`config.mk`:
```
export PLATFORM = sky130hd
export DESIGN_NAME = apb_slave_regfile
export DESIGN_NICKNAME = d
export VERILOG_FILES = /design/src/rtl/apb_slave_regfile.sv
export SDC_FILE = /design/constraint.sdc
export NUM_CORES = 1
export LEC_CHECK = 0
export BUFFER_PORTS_ARGS = -buffer_cell sky130_fd_sc_hd__buf_2
export CELL_PAD_IN_SITES_DETAIL_PLACEMENT = 1
export CELL_PAD_IN_SITES_GLOBAL_PLACEMENT = 1
export CORE_UTILIZATION = 47
export CTS_BUF_LIST = sky130_fd_sc_hd__clkbuf_4
export DETAILED_ROUTE_END_ITERATION = 6
export PLACE_DENSITY_LB_ADDON = 0.1
export SETUP_SLACK_MARGIN = 0.5
export SLEW_MARGIN = 20
export SYNTH_ARGS = -nofsm -noshare
export SYNTH_HDL_FRONTEND = slang
export SYNTH_SLANG_ARGS = --single-unit
```
`constraint.sdc`:
```
create_clock -name hclk -period 8.4 [get_ports hclk]
set_input_delay 0.84 -clock hclk [delete_from_list [all_inputs] [get_ports hclk]]
set_output_delay 0.84 -clock hclk [all_outputs]
set_load 0.005 [all_outputs]
```
`src/rtl/apb_slave_regfile.sv`:
```
// APB responder with a small 32-bit register file, programmable wait states and a read-only
// completed-transfer counter in the last register slot.
`timescale 1ns / 1ps
module apb_slave_regfile #(
  parameter int unsigned NUM_REGS    = 8,
  parameter int unsigned WAIT_STATES = 0
) (
  input  logic        hclk,
  input  logic        hreset,
  input  logic        psel,
  input  logic        penable,
  input  logic        pwrite,
  input  logic [31:0] paddr,
  input  logic [31:0] pwdata,
  output logic [31:0] prdata,
  output logic        pready,
  output logic        pslverr
);

  localparam int unsigned NumData  = NUM_REGS - 1;
  localparam logic [2:0]  CntIdx   = 3'(NUM_REGS - 1);
  localparam logic [3:0]  NumRegsW = 4'(NUM_REGS);

  typedef enum logic [0:0] {StIdle, StAccess} state_e;

  state_e      r_state;
  logic [3:0]  r_cnt;
  logic [2:0]  r_idx;
  logic        r_write;
  logic        r_err;
  logic [31:0] r_wdata;
  logic [31:0] r_count;
  logic [31:0] r_regs [NumData];

  logic        w_setup_err;
  logic        w_pready;
  logic [31:0] w_rd;
  logic        w_unused_paddr;

  assign w_unused_paddr = ^paddr[31:5];

  // Errors are resolved at setup so the access phase only needs the latched flag.
  assign w_setup_err = (paddr[1:0] != 2'b00) | ({1'b0, paddr[4:2]} >= NumRegsW) |
                       (pwrite & (paddr[4:2] == CntIdx));

  assign w_pready = (r_state == StAccess) && (r_cnt == 4'd0);

  always_ff @(posedge hclk or posedge hreset) begin
    if (hreset) begin
      r_state <= StIdle;
      r_cnt   <= 4'd0;
      r_idx   <= 3'd0;
      r_write <= 1'b0;
      r_err   <= 1'b0;
      r_wdata <= 32'd0;
      r_count <= 32'd0;
      for (int unsigned i = 0; i < NumData; i++) begin
        r_regs[i] <= 32'd0;
      end
    end else begin
      case (r_state)
        StIdle: begin
          if (psel && !penable) begin
            r_idx   <= paddr[4:2];
            r_write <= pwrite;
            r_wdata <= pwdata;
            r_err   <= w_setup_err;
            r_cnt   <= 4'(WAIT_STATES);
            r_state <= StAccess;
          end
        end
        StAccess: begin
          if (!psel) begin
            r_state <= StIdle;
          end else if (penable) begin
            if (r_cnt != 4'd0) begin
              r_cnt <= r_cnt - 4'd1;
            end else begin
              if (r_write && !r_err) begin
                for (int unsigned i = 0; i < NumData; i++) begin
                  if (r_idx == 3'(i)) r_regs[i] <= r_wdata;
                end
              end
              r_count <= r_count + 32'd1;
              r_state <= StIdle;
            end
          end
        end
        default: r_state <= StIdle;
      endcase
    end
  end

  always_comb begin
    w_rd = 32'd0;
    if (r_idx == CntIdx) w_rd = r_count;
    for (int unsigned i = 0; i < NumData; i++) begin
      if (r_idx == 3'(i)) w_rd = r_regs[i];
    end
  end

  assign pready  = w_pready;
  assign prdata  = (w_pready && !r_write && !r_err) ? w_rd : 32'd0;
  assign pslverr = w_pready & r_err;

endmodule

```
==> impl_metrics.env, run 1 <==
export IMPL_grt_pass1_wl_um=55210
export IMPL_grt_pass1_vias=9723
export IMPL_tightest_slew_ps=1083
export IMPL_final_cells=1564
export IMPL_synth_mux_area_frac=0.3039
export IMPL_async_flop_share=1.000
export IMPL_crit_path_max_incr_delay_ps=900
export IMPL_cts_hold_buf=0
export IMPL_hp_class="input pin to flip-flop"
export IMPL_crit_buf_inv=2
export IMPL_fin_crit_sh=0.5516
export IMPL_grt_max_degree=153
export IMPL_clockBufferDepth=3
export IMPL_seq_power_share=0.477
export IMPL_via_count=8881
export IMPL_postRouteAntennaNets=0
export IMPL_area_growth_pct=13.10
export IMPL_synth_seq_cells=298
export IMPL_outcome="complete, no violations"
export IMPL_grt_antenna_before_repair=1
export IMPL_drtPass1Iterations=4
export IMPL_end_kind="output pin"
export IMPL_yosysSeqAreaShare=0.5370
export IMPL_total_power_uw=3599
export IMPL_synthFlopType="dfrtp_1"
export IMPL_syn_avg_cell_area_um2=13.72
export IMPL_net_switching_power_uw=1026
export IMPL_finalCriticalPeriod_ps=4634
export IMPL_ys_warn_count=0
export IMPL_path_cells="buf_4, nand3_2, nor2_1, nor4_1, buf_2"
export IMPL_leakage_uw=0.007629
export IMPL_slew_headroom=0.2757
export IMPL_post_cts_resized=0
export IMPL_drv_slew=0
export IMPL_slowest_stage="nand3_2"
export IMPL_synth_compound_area_frac=0.02667
export IMPL_cts_max_level=3
export IMPL_synthXorXnorAreaFrac=0.01955
export IMPL_setup_ws_ps=3766
export IMPL_critical_path_class="flip-flop to output pin"
export IMPL_drive_gt1_frac=0.4563
export IMPL_worstSetupStartpointType="flip-flop"
export IMPL_grt_usage=0.2338
export IMPL_overflow=0
export IMPL_crit_family="simple AND/OR/NAND/NOR gates"
export IMPL_num_nets_final=1195
export IMPL_die_x_um=173.9
export IMPL_setup_viol=0
export IMPL_clock_skew_ps=35.91
export IMPL_vdd_drop_max_mv=0.1031
export IMPL_power_density_nw_per_um2=229.1
export IMPL_numClockSinks=298
export IMPL_clkPwrFrac=0.384
export IMPL_worstReg2RegStart="r_idx[1]$_DFFE_PP0P_"
export IMPL_switching_share=0.2852
export IMPL_synth_simple_area_share=0.08361
export IMPL_cts_tree="built"
export IMPL_synth_cells=1012
export IMPL_cts_buffers=81
export IMPL_post_route_drc_count=0
export IMPL_vias_per_cell=5.678
export IMPL_cp_depth=5
export IMPL_netlist_cell_type_count=47
export IMPL_synth_top_family_by_area="multiplexers"
export IMPL_ios=103
export IMPL_pwr_share_comb=0.139
export IMPL_cp_required_ps=7560
export IMPL_r2r_end="r_regs[121]$_DFFE_PP0P_"
export IMPL_num_fill_cells=2971
export IMPL_setup_tns_ps=0
export IMPL_rows=62
export IMPL_regToRegSetupSlack_ps=4100
export IMPL_reg2reg_depth=5
export IMPL_max_clock_freq_mhz=215.8
export IMPL_hold_viol=0
export IMPL_rsz0062_at_grt="no"
export IMPL_netlist_area_um2=13890
export IMPL_p_int_uw=2573
export IMPL_placed_cell_area_um2=14610
export IMPL_postRouteWirelength_um=33400
export IMPL_core_area_um2=28860
export IMPL_cap_viol_max_count=0
export IMPL_post_cts_buffers=0
export IMPL_io_buffer_count=75
export IMPL_place_worst_setup_slack_ps=4039
export IMPL_drt_initial_drc_count=395
export IMPL_die_y_um=173.9
export IMPL_final_area_um2=15710
export IMPL_arrival_ps=3790
export IMPL_clk_pin_slew_ps=70
export IMPL_synth_nets=1083
export IMPL_cp_startpoint="r_idx[1]$_DFFE_PP0P_"
export IMPL_cp_max_fo=62
export IMPL_post_drt_wl_per_cell_um=21.36
export IMPL_worstSetupEndpoint="prdata[20]"
export IMPL_globalplace_congestion=0.7470
export IMPL_synth_fa_ha_area_frac=0.001802
export IMPL_root_buffer="clkbuf_4"
export IMPL_synth_edf_count=0
export IMPL_placed_cells=1425
export IMPL_worst_skew_pair_late_latency_ps=690
export IMPL_dieArea_um2=30240
export IMPL_start_util=0.4812
export IMPL_dpl_hpwl_um=20160
==> state kept, by name, indices dropped and copies added (netlist names) <==
name	cells
r_cnt	4
r_count	32
r_err	1
r_idx	3
r_regs	224
r_state	1
r_wdata	32
r_write	1
==> worst min-delay path, stage by stage <==
cell and delay [ps]:
buf_2 90, nand2_1 40, o21ai_0 60
==> power groups by stage <==
stage	combinational [uW]	clock [uW]	sequential (uW)
global route	557	1510	1740
finish	500	1380	1720
CTS	510	1440	1720
floorplan	407	0	1650
detailed placement	508	0	1740
global placement	494	0	1730
==> routing by layer <==
layer	wire (um)	GRT usage
met3	988	0.03937
met1	15920	0.3296
met5	0	0
met2	15890	0.3707
met4	601	0.07420
==> placed cells by master, fill, tap and decap left out, types with 28 or more instances in the layout <==
master and instances:
dfrtp_1 296, buf_2 75, mux4_2 52, mux2_2 219
clkbuf_4 124, nor4_1 28, nor2_1 97, nand2_1 31
xnor2_1 28, mux2_4 30
==> cell families after synthesis <==
logic type	Yosys count
AOI/OAI and AO/OA	58
and+or+nand+nor	233
xor gates and xnor gates	31
adders and majority gates	2
muxes	313
buffers and inverters	77
DFF	298
==> cell type report <==
| cell class | instances | area (um2) | area share |
|---|---|---|---|
| diodes | 1 | 2.502 | 0.0001593 |
| clock buffers | 124 | 930.9 | 0.05927 |
| clock inverters | 14 | 160.2 | 0.01020 |
| inverters | 13 | 52.55 | 0.003346 |
| multi-input cells | 637 | 6088 | 0.3876 |
| flip-flops and latches | 298 | 7465 | 0.4753 |
| well taps | 384 | 480.5 | 0.03059 |
| repair buffers | 93 | 526.8 | 0.03354 |
==> worst min-delay path by stage <==
stage | slack [ps] | depth (start not counted) | start | end
2_1_floorplan | 440 | 1 | r_count[31]$_DFFE_PP0P_ | r_count[31]$_DFFE_PP0P_
6_report | 380 | 3 | paddr[3] | r_idx[1]$_DFFE_PP0P_
3_3_place_gp | 460 | 1 | r_regs[21]$_DFFE_PP0P_ | r_regs[21]$_DFFE_PP0P_
3_5_place_dp | 470 | 1 | r_regs[62]$_DFFE_PP0P_ | r_regs[62]$_DFFE_PP0P_
5_1_grt | 320 | 2 | pwdata[4] | r_wdata[4]$_DFFE_PP0P_
4_1_cts | 310 | 2 | pwdata[8] | r_wdata[8]$_DFFE_PP0P_
==> synthesized netlist by cell type (6+ instances only) <==
library cell  number  area, um2
mux4_2            52       1171
nor2_1            98      367.9
nand2b_1          10      62.56
nand4_1           16      100.1
nor4_1            29      181.4
xnor2_1           28      245.2
dfrtp_1          298       7457
a21oi_1           16      80.08
mux2_1            10      112.6
and3_1             6      37.54
o22ai_1           10      62.56
buf_6              9      101.4
buf_1             11      41.29
mux2_2           219       2466
inv_1             13      48.80
mux2_4            30      450.4
o21ai_0           12      60.06
nand2_1           31      116.4
nand3_1           14      70.07
buf_2             19      95.09
clkbuf_1          24      90.09
==> stage by stage <==
stage | hold WS, ps | util
final | 380.1 | 0.5443
after global routing | 322.9 | 0.5443
after CTS | 312.2 | 0.5441
after detailed placement | 472.8 | 0.5062
after global placement | 461.7 | 0.5062
after floorplan | 440.5 | -
Note: power is estimated with default switching activity, not from simulation.
==> run 2: changes to the inputs <==
==> constraint.sdc (replaced) <==
create_clock -name hclk -period 4 [get_ports hclk]
set_input_delay 0.4 -clock hclk [delete_from_list [all_inputs] [get_ports hclk]]
set_output_delay 0.4 -clock hclk [all_outputs]
set_load 0.005 [all_outputs]
==> run 2 against run 1 <==
Effect of this change: power is 110% higher; wire length is 3.6% higher; sequential power is 110% higher; first-iteration DRC count rose by 9.6%; hold slack got worse by 330 ps; count of clock-buffer cells in the layout is 2 higher; clock power up 100%; die area did not move; critical path depth increased by 3; critical endpoint is now prdata[4]; core utilization increased by 2.1 points; worst setup slack worse by 3000 ps; cell area rose by 3.9%; largest cell class unchanged.
==> impl_metrics.env, run 2 (synthesized netlist as in run 1, its figures left out) <==
export IMPL_use_met3=0.04090
export IMPL_final_area_um2=16320
export IMPL_cts_buffers=83
export IMPL_regToRegSetupSlack_ps=760
export IMPL_clockBufferDepth=3
export IMPL_hp_class="input pin to flip-flop"
export IMPL_vias_per_cell=5.628
export IMPL_place_worst_setup_slack_ps=812.1
export IMPL_outcome="complete, no violations"
export IMPL_die_x_um=173.9
export IMPL_via_count=9173
export IMPL_post_route_drc_count=0
export IMPL_postRouteAntennaNets=0
export IMPL_overflow=0
export IMPL_setup_ws_ps=743.4
export IMPL_drt_initial_drc_count=433
export IMPL_grt_antenna_before_repair=1
export IMPL_power_density_nw_per_um2=464.2
export IMPL_hold_ws_ps=46.75
export IMPL_clk_pin_slew_ps=70
export IMPL_cp_max_fo=32
export IMPL_ios=103
export IMPL_io_buffer_count=75
export IMPL_drive_gt1_frac=0.4538
export IMPL_final_cells=1630
export IMPL_use_met2=0.3808
export IMPL_grt_max_degree=104
export IMPL_vdd_drop_max_mv=0.3006
export IMPL_final_common_cell="dfrtp_1"
export IMPL_top_regs="r_regs x224, r_count x32, r_wdata x32"
export IMPL_drv_slew=0
export IMPL_numClockSinks=298
export IMPL_core_area_um2=28860
export IMPL_postRouteWirelength_um=34590
export IMPL_grt_pass1_wl_um=57700
export IMPL_largest_register_ffs=224
export IMPL_placed_cell_area_um2=14740
export IMPL_tightest_slew_ps=977.4
export IMPL_clock_skew_ps=41.72
export IMPL_dpl_hpwl_um=20830
export IMPL_slew_headroom=0.3424
export IMPL_mostFrequentLayoutCells="dfrtp_1, mux2_2, clkbuf_4"
export IMPL_finalCriticalPeriod_ps=3257
export IMPL_cap_viol_max_count=0
export IMPL_hold_viol=0
export IMPL_grt_usage=0.2439
export IMPL_globalplace_congestion=0.7520
export IMPL_setup_viol=0
export IMPL_root_buffer="clkbuf_4"
export IMPL_cp_required_ps=3600
export IMPL_fin_crit_sh=0.8141
export IMPL_post_drt_wl_per_cell_um=21.22
export IMPL_rsz0062_at_grt="no"
export IMPL_max_clock_freq_mhz=307.1
export IMPL_rows=62
export IMPL_die_y_um=173.9
export IMPL_grt_pass1_vias=10310
export IMPL_met1_usage=0.3462
export IMPL_worstSetupStartpointType="flip-flop"
export IMPL_dieArea_um2=30240
export IMPL_cts_tree="built"
export IMPL_worst_skew_pair_late_latency_ps=690
export IMPL_busiest_layer="met2"
export IMPL_leakage_uw=0.007896
export IMPL_drtPass1Iterations=4
export IMPL_end_kind="output pin"
export IMPL_top_register="r_regs"
export IMPL_num_nets_final=1250
export IMPL_critical_path_class="flip-flop to output pin"
export IMPL_area_growth_pct=17.52
export IMPL_placed_cells=1438
export IMPL_start_util=0.4812
export IMPL_arrival_ps=2860
export IMPL_total_power_uw=7576
export IMPL_cts_max_level=3
run 2: cell types whose count changed in the layout (fill, tap and decap cells not counted), moves of 3 or more:
cell,before,now
clkinv_1,7,16
nor4_1,28,22
dlygate4sd3_1,0,39
bufinv_16,4,1
buf_4,16,25
buf_12,1,5
nor4_2,1,6
run 2: final timing paths:
check,from,endpoint,cells past startpoint
max,r_cnt[0]$_DFFE_PP0P_,prdata[4],8
min,psel,r_state$_DFF_PP0_,2
max reg2reg,r_cnt[0]$_DFFE_PP0P_,r_regs[172]$_DFFE_PP0P_,7
min reg2reg,r_regs[23]$_DFFE_PP0P_,r_regs[23]$_DFFE_PP0P_,1
max in group asynchronous,hreset,r_regs[46]$_DFFE_PP0P_,4
min in group asynchronous,hreset,r_regs[151]$_DFFE_PP0P_,3
run 2: per-layer routing:
| layer | routed length (um) | vias to the layer above |
|---|---|---|
| li1 | - | 4099 |
| met4 | 746 | 0 |
| met2 | 16430 | 163 |
| met3 | 945 | 61 |
| met5 | 0 | - |
| met1 | 16480 | 4850 |
run 2: worst max-delay path: stages, from the launching register on:
cell and delay (ps):
dfrtp_1 400, inv_1 110, ha_1 240, nor3b_4 280
and2_1 200, nand2_1 70, buf_6 230, nor4_1 440
buf_2 190
run 2: repair_timing:
action / in CTS / in global routing
hold buffers: 39 / 0
setup buffers: 1 / 0
cloned: 0 / 0
endpoints found under the setup margin: 14 / 23
endpoints found under the hold margin: 74 / 0
gates resized for setup: 2 / 12
run 2: stage by stage:
stage	setup TNS (ps)	utilization
after floorplan	-107010	-
after global placement	0	0.5108
after detailed placement	0	0.5108
after CTS	0	0.5627
after global routing	0	0.5656
final	0	0.5656
run 2: layout make-up:
class                           count  area, um2
Inverter                           13      52.55
Timing Repair Buffer              146       1076
Clock inverter                     25      135.1
Fill cell                        2914      12540
Sequential cell                   298       7465
Multi-Input combinational cell    637       6163
Clock buffer                      126      945.9
Tap cell                          384      480.5
Antenna cell                        1      2.502
run 2: power by group:
group	internal, uW	switching (uW)	leakage [uW]	total, uW
clock	1510	1310	0.000644	2820
combinational	558	594	0.00319	1150
sequential	3250	354	0.00406	3610
